**src/rtl/pipe_ctrl_pkg.sv**
```systemverilog
// pipe_ctrl_pkg: FSM state encodings, default parameters and stage-control patterns for pipe_ctrl.
package pipe_ctrl_pkg;
    typedef enum logic [1:0] {
        RUN      = 2'd0,
        MD_WAIT  = 2'd1,
        MEM_WAIT = 2'd2
    } state_t;

    localparam int MD_TIMEOUT_DEF = 64;
    localparam int CNT_W_DEF      = 32;

    // {pc, if_id, id_exe, exe_mem, mem_wb enables, if_id, id_exe, exe_mem flushes}
    localparam logic [7:0] CTL_RUN   = 8'b11111_000;
    localparam logic [7:0] CTL_STALL = 8'b00000_000;
    localparam logic [7:0] CTL_MD    = 8'b00001_001;
    localparam logic [7:0] CTL_BR    = 8'b11111_110;
    localparam logic [7:0] CTL_LU    = 8'b00111_010;
    localparam logic [7:0] CTL_RST   = 8'b00000_111;
endpackage

```
**src/rtl/pipe_ctrl_md_watchdog.sv**
```systemverilog
// md_watchdog: counts cycles spent waiting on muldiv and flags the MD_TIMEOUT-th one.
module md_watchdog
    import pipe_ctrl_pkg::*;
#(
    parameter int MD_TIMEOUT = MD_TIMEOUT_DEF
) (
    input  logic clk,
    input  logic rst_n,
    input  logic clear,
    input  logic run,
    output logic expire
);
    localparam int W = $clog2(MD_TIMEOUT + 1);

    logic [W-1:0] cnt;

    // expire is combinational so the controller can end the wait in the same cycle
    assign expire = run && (cnt == W'(MD_TIMEOUT - 1));

    always_ff @(posedge clk) begin
        if (!rst_n || clear)
            cnt <= '0;
        else if (run)
            cnt <= cnt + W'(1);
    end
endmodule

```
**src/rtl/pipe_ctrl.sv**
```systemverilog
// pipe_ctrl: 5-stage pipeline stall/flush controller with muldiv and dmem wait handling.
// Optional perf counters (stall_cycles, flush_cycles) are built when PIPE_CTRL_PERF_EN is defined.
module pipe_ctrl
    import pipe_ctrl_pkg::*;
#(
    parameter int MD_TIMEOUT = MD_TIMEOUT_DEF,
    parameter int CNT_W      = CNT_W_DEF
) (
    input  logic             clk,
    input  logic             rst_n,
    input  logic             load_use_req,
    input  logic             md_start,
    input  logic             md_done,
    input  logic             mem_req,
    input  logic             mem_ready,
    input  logic             br_taken,
    output logic             pc_en,
    output logic             if_id_en,
    output logic             id_exe_en,
    output logic             exe_mem_en,
    output logic             mem_wb_en,
    output logic             if_id_flush,
    output logic             id_exe_flush,
    output logic             exe_mem_flush,
    output logic             md_go,
    output logic             md_timeout
`ifdef PIPE_CTRL_PERF_EN
    ,
    output logic [CNT_W-1:0] stall_cycles,
    output logic [CNT_W-1:0] flush_cycles
`endif
);
    state_t     state, nxt;
    logic [7:0] ctl;
    logic       expire;
    logic       stall;
    logic       md_end;

    md_watchdog #(.MD_TIMEOUT(MD_TIMEOUT)) u_md_watchdog (
        .clk    (clk),
        .rst_n  (rst_n),
        .clear  (state != MD_WAIT),
        .run    (state == MD_WAIT),
        .expire (expire)
    );

    assign {pc_en, if_id_en, id_exe_en, exe_mem_en, mem_wb_en,
            if_id_flush, id_exe_flush, exe_mem_flush} = ctl;

    // Once in MEM_WAIT the request is already outstanding, so only mem_ready matters
    assign stall  = (state == MEM_WAIT) ? !mem_ready : (mem_req && !mem_ready);
    assign md_end = md_done || expire;

    always_comb begin
        ctl   = CTL_RUN;
        md_go = 1'b0;
        nxt   = RUN;
        if (!rst_n) begin
            ctl = CTL_RST;
        end else if (state == MD_WAIT) begin
            ctl = md_end ? CTL_RUN : CTL_MD;
            nxt = md_end ? RUN : MD_WAIT;
        end else if (stall) begin
            ctl = CTL_STALL;
            nxt = MEM_WAIT;
        end else if (md_start) begin
            ctl   = CTL_MD;
            md_go = 1'b1;
            nxt   = MD_WAIT;
        end else begin
            ctl = br_taken ? CTL_BR : (load_use_req ? CTL_LU : CTL_RUN);
        end
    end

    always_ff @(posedge clk) begin
        if (!rst_n) begin
            state      <= RUN;
            md_timeout <= 1'b0;
        end else begin
            state <= nxt;
            if (state == MD_WAIT && expire && !md_done)
                md_timeout <= 1'b1;
        end
    end

`ifdef PIPE_CTRL_PERF_EN
    always_ff @(posedge clk) begin
        if (!rst_n) begin
            stall_cycles <= '0;
            flush_cycles <= '0;
        end else begin
            if (!pc_en && !(&stall_cycles))
                stall_cycles <= stall_cycles + 1'b1;
            if (if_id_flush && !(&flush_cycles))
                flush_cycles <= flush_cycles + 1'b1;
        end
    end
`endif
endmodule

```
**config.mk**
```make
export PLATFORM = sky130hd
export DESIGN_NAME = pipe_ctrl
export DESIGN_NICKNAME = d
export VERILOG_FILES = /design/src/rtl/pipe_ctrl_pkg.sv /design/src/rtl/pipe_ctrl_md_watchdog.sv /design/src/rtl/pipe_ctrl.sv
export SDC_FILE = /design/constraint.sdc
export NUM_CORES = 1
export LEC_CHECK = 0
export ABC_AREA = 1
export CAP_MARGIN = 40
export CORE_AREA = 5 5 42 44
export CTS_CLUSTER_SIZE = 30
export DETAILED_ROUTE_END_ITERATION = 7
export DIE_AREA = 0 0 47 49
export DONT_BUFFER_PORTS = 1
export PLACE_DENSITY_LB_ADDON = 0.05
export SYNTH_ARGS = -nofsm -noshare
export SYNTH_HDL_FRONTEND = slang
export SYNTH_SLANG_ARGS = --single-unit
```
**constraint.sdc**
```tcl
create_clock -name clk -period 1.1 [get_ports clk]
set_input_delay 0.11 -clock clk [delete_from_list [all_inputs] [get_ports clk]]
set_output_delay 0.11 -clock clk [all_outputs]
set_load 0.01 [all_outputs]
```
==> Yosys cells after proc, flatten, opt, wreduce, memory -nomap -nowiden <==
Index checks and enable logic that the tools add are counted.
{ "op_classes": {"mux": 16, "add_sub_neg": 1, "reduce_logical": 9, "eq_ne": 4} }
{ "op_table": {"columns": ["op", "count"], "rows": [
  ["$mux W8", 7],
  ["$add A7 B1 Y7 const B", 1],
  ["$eq A7 B6 Y1 const B", 1],
  ["$mux W1", 7],
  ["$logic_and A1 B1 Y1", 4],
  ["$mux W2", 2],
  ["$logic_not A1 Y1", 3],
  ["$eq A2 B1 Y1 const B", 1],
  ["$eq A2 B2 Y1 const B", 1],
  ["$logic_or A1 B1 Y1", 2],
  ["$ne A2 B1 Y1 const B", 1]
]} }
{ "word_totals": {"ff_bits": 10, "word_cells": 33} }

==> Longest topological paths before layout <==
{ "depth": {"ltp_word": 6, "ltp_mapped": 8, "ltp_nobuf": 7} }

==> Cells and area by module <==
From an unflattened synthesis, not the netlist that was laid out.
{ "hier_totals": {"hier_cells": 87, "area_unflattened_um2": 604.3} }
{ "by_module_without_submodules": {"columns": ["mod", "instances", "cells_per_inst", "area_each_um2", "seq_area_each_um2"], "rows": [
  ["md_watchdog", 1, 46, 335.3, 140.1],
  ["pipe_ctrl", 1, 41, 269.0, 60.1]
]} }

==> Worst setup path before layout <==
Ideal clock, no wire load.
{ "synth_timing": {"kind": "register to output", "from": "register u_md_watchdog.cnt[0]", "to": "output port id_exe_en", "slack_ps": -191, "arrival_ps": 1181, "path_buffers": 1, "path_stages_with_launch": 9, "t_required_ps": 990, "cell_sequence": "dfxtp_1 -> ha_1 -> inv_1 -> nor2_1 -> nand2_1 -> nand3_2 -> inv_1 -> nor2_1 -> buf_4"} }
{ "synth_via": {"elab_chain_cells": 6} }
{ "synth_lines": {"columns": ["item", "line_no", "text"], "rows": [
  ["start, declared", "pipe_ctrl_md_watchdog.sv:15", "logic [W-1:0] cnt;"],
  ["start signal, assigned", "pipe_ctrl_md_watchdog.sv:24", "cnt <= cnt + W'(1);"],
  ["$eq A7 B6 Y1", "pipe_ctrl_md_watchdog.sv:18", "assign expire = run && (cnt == W'(MD_TIMEOUT - 1));"],
  ["$logic_and A1 B1 Y1", "pipe_ctrl_md_watchdog.sv:18", null],
  ["$logic_or A1 B1 Y1", "pipe_ctrl.sv:52", "assign md_end = md_done || expire;"],
  ["$mux W8", "pipe_ctrl.sv:61", "ctl = md_end ? CTL_RUN : CTL_MD;"],
  ["$mux W8", "pipe_ctrl.sv:60", "end else if (state == MD_WAIT) begin"],
  ["$mux W8", "pipe_ctrl.sv:58", "if (!rst_n) begin"],
  ["end, declared", "pipe_ctrl.sv:19", "output logic id_exe_en,"]
]} }
Every way passes these cells.

==> Worst setup path after layout <==
{ "layout_timing": {"from": "register u_md_watchdog.cnt[1]", "to": "output port if_id_en"} }
{ "layout_via": {"elab_chain_cells": 6} }
{ "layout_lines": {"columns": ["item", "line_no", "text"], "rows": [
  ["$eq A7 B6 Y1", "pipe_ctrl_md_watchdog.sv:18", null],
  ["$logic_and A1 B1 Y1", "pipe_ctrl_md_watchdog.sv:18", null],
  ["$logic_or A1 B1 Y1", "pipe_ctrl.sv:52", null],
  ["$mux W8", "pipe_ctrl.sv:61", null],
  ["$mux W8", "pipe_ctrl.sv:60", null],
  ["$mux W8", "pipe_ctrl.sv:58", null],
  ["end, declared", "pipe_ctrl.sv:18", "output logic if_id_en,"]
]} }
Every way passes these cells.

==> metrics.csv <==
metric;value;unit
cts.sink_count;10;
worstPathMaxFanout;4;
worst-setup-path-type;register to output port;
core;1400;um2
cts_hold_buf;0;
slowest_delay;350;ps
wire_per_inst;10.5;um
yosysSeqAreaShare;35.5;%
grt_util_met1;14.3;%
rows;14;
final_core_util;64.0;%
ys_ff_latch;10;
finalMaxSlewViolations;0;
cts_tree;done;
end_kind;output port;
skew;5.77;ps
cts_inserted_buffers;3;
p_per_area;994;nW/um2
die_h;49;um
path_buf_inv;1;
synth_flop_cell;dfxtp_1;
dp_cells;111;
gp_congestion;0.707;
fp.dieW;47;um
vias;567;
clk_pin_slew;70;ps
syn_area;564;um2
ir_drop;793;uV
grt_usage;12.1;%
area_delta_synth_final;59.0;%
async_flop_share;0;%
grt.busiest_layer;met2;
synth_area_leaders;dfxtp_1 35%, nand2_1 13%, inv_1 10%, nor2_1 8.6%, nand3_1 7.1%;
drv_cap;0;
fmax;732;MHz
h-tree-depth;1;
synth_fp_nets;96;
pre_cts_slack;-56.5;ps
dr.pass1.iters;2;
root_buffer;clkbuf_4;
nets;114;
tightest_slew;187;ps
ios;18;
synth_top_area_share;35.5;%
grt_use_met2;19.2;%
hold_viol_final;0;
path_depth;7;
rsz0062_at_grt;yes;
clk_latency;270;ps
grt_pass1_wl;2100;um
critPathLaunchType;register;
cp.required;990;ps
dieArea;2300;um2
setup_ws;-267;ps
syn_area_per_cell;6.49;um2
violations;negative setup slack;
gr-total-overflow;0;
dp_hpwl;959;um
crit_family;simple AND/OR/NAND/NOR gates;
diodes;0;
ys_types;17;
final_layout_size_suffix_gt1_share;60.6;%
timing.final.crit_share;124;%
grt_pass1_vias;518;
slew_headroom;87.5;%
ant_nets;0;
leakage;0.391;nW
layout_min_cycle_time;1370;ps
instances_no_fill;120;
dr.first_iter.drc_count;5;
drc;0;
clockBufferDepth;2;
synth_top_area_cell;dfxtp_1;
initial_utilization;40.3;%
synth_cells;87;
synth_edf_count;0;
cp_slowest_cell;dfxtp_2;
yosys_warnings;0;
use_met3;2.21;%
setup-violations-final;11;
grt_max_degree;8;
crit_path_cell_trace;ha_4 > inv_2 > nor2_4 > nand2_2 > nand3_4 > nand2_2 > nor2_4;
viasPerCell;4.73;
antenna_found_initial;0;
portBuffers;0;
reg2reg_depth;8;
outcome;complete, but fails checks;
arrival;1260;ps
wl;1260;um
holdPathStages;2;
hold_path_class;primary input to register;
## path summary, 6_finish.rpt
kind	from	endpoint	slack, ps
setup / recovery	u_md_watchdog.cnt[1]$_SDFFE_PP0P_	if_id_en	-270
hold / removal	rst_n	md_timeout$_SDFFE_PN0P_	50
setup reg to reg	state[0]$_SDFF_PN0_	state[0]$_SDFF_PN0_	-80
hold reg to reg	u_md_watchdog.cnt[6]$_SDFFE_PP0P_	u_md_watchdog.cnt[6]$_SDFFE_PP0P_	480
## worst register-to-register path, stage by stage, from the launching register on
cell and delay [ps]:
dfxtp_4 370, inv_2 50, nand2_4 70, nand2_2 60
nand2_4 90, nand3_4 90, buf_4 140, buf_4 120
a21oi_1 120
## repair_timing
item                       4_1_cts  5_1_grt
buffers inserted                 2        4
resized for setup               20       26
setup endpoints to repair       11       16
pin swaps                        8       16
## cell usage after synthesis (2+ instances only)
library cell and n:
nor2_1 13, a21oi_1 7, nand2_1 20, dfxtp_1 10
buf_4 2, inv_2 2, nor2_2 2, nand3_1 8
inv_1 15
## report_power, final
group          internal [mW]  total [mW]  switching, mW
clock                  0.201       0.332          0.131
sequential             0.369       0.377        0.00797
combinational         0.0798       0.183          0.103
total                  0.650       0.892          0.242
## metrics by stage
stage                     setup TNS [ps]  hold slack, ps  cell area, um2  total power, mW
after global routing               -2740            63.2             897            0.941
after global placement             -78.6             291             664            0.492
after CTS                          -1890            28.6             779            0.860
after floorplan                     -122             257             584            0.466
final                              -1780            47.5             897            0.892
after detailed placement            -156             296             664            0.492
## cells by family (layout without fill, tap and decap cells)
| kind of cell | after synthesis | after routing | synth area share (%) |
|---|---|---|---|
| AOI/OAI and AO/OA | 7 | 7 | 6.21 |
| xor gates and xnor gates | 1 | 1 | 1.55 |
| adders and majority gates | 1 | 1 | 2.22 |
| buffers and inverters | 19 | 36 | 14.0 |
| DFF | 10 | 10 | 35.5 |
| and+or+nand+nor | 49 | 49 | 40.6 |
## layout make-up
| class | count | area, um2 |
|---|---|---|
| Fill cell | 128 | 504 |
| Multi-Input combinational cell | 58 | 452 |
| Sequential cell | 10 | 209 |
| Timing Repair Buffer | 15 | 116 |
| Inverter | 17 | 63.8 |
| Clock buffer | 4 | 36.3 |
| Tap cell | 16 | 20.0 |
## flip-flops by register name, indices dropped and copies added (netlist names)
register           cells
u_md_watchdog.cnt      7
md_timeout             1
state                  2
## cell usage in the layout (no fill, tap or decap), types with 4 or more instances in the layout
master,count
nand2_4,4
nor2_1,7
nand2_1,9
inv_2,8
nand3_1,4
dfxtp_1,5
nor2_4,7
buf_4,14
nand2_2,7
inv_1,9
a21oi_1,4
dfxtp_2,4
## metal layers
metal,share of wire [%],vias to the layer above
li1,-,302
met1,41,246
met2,50,15
met3,7.3,4
met4,1.8,0
met5,0,-
No activity file was read; power rests on OpenSTA's default activity.
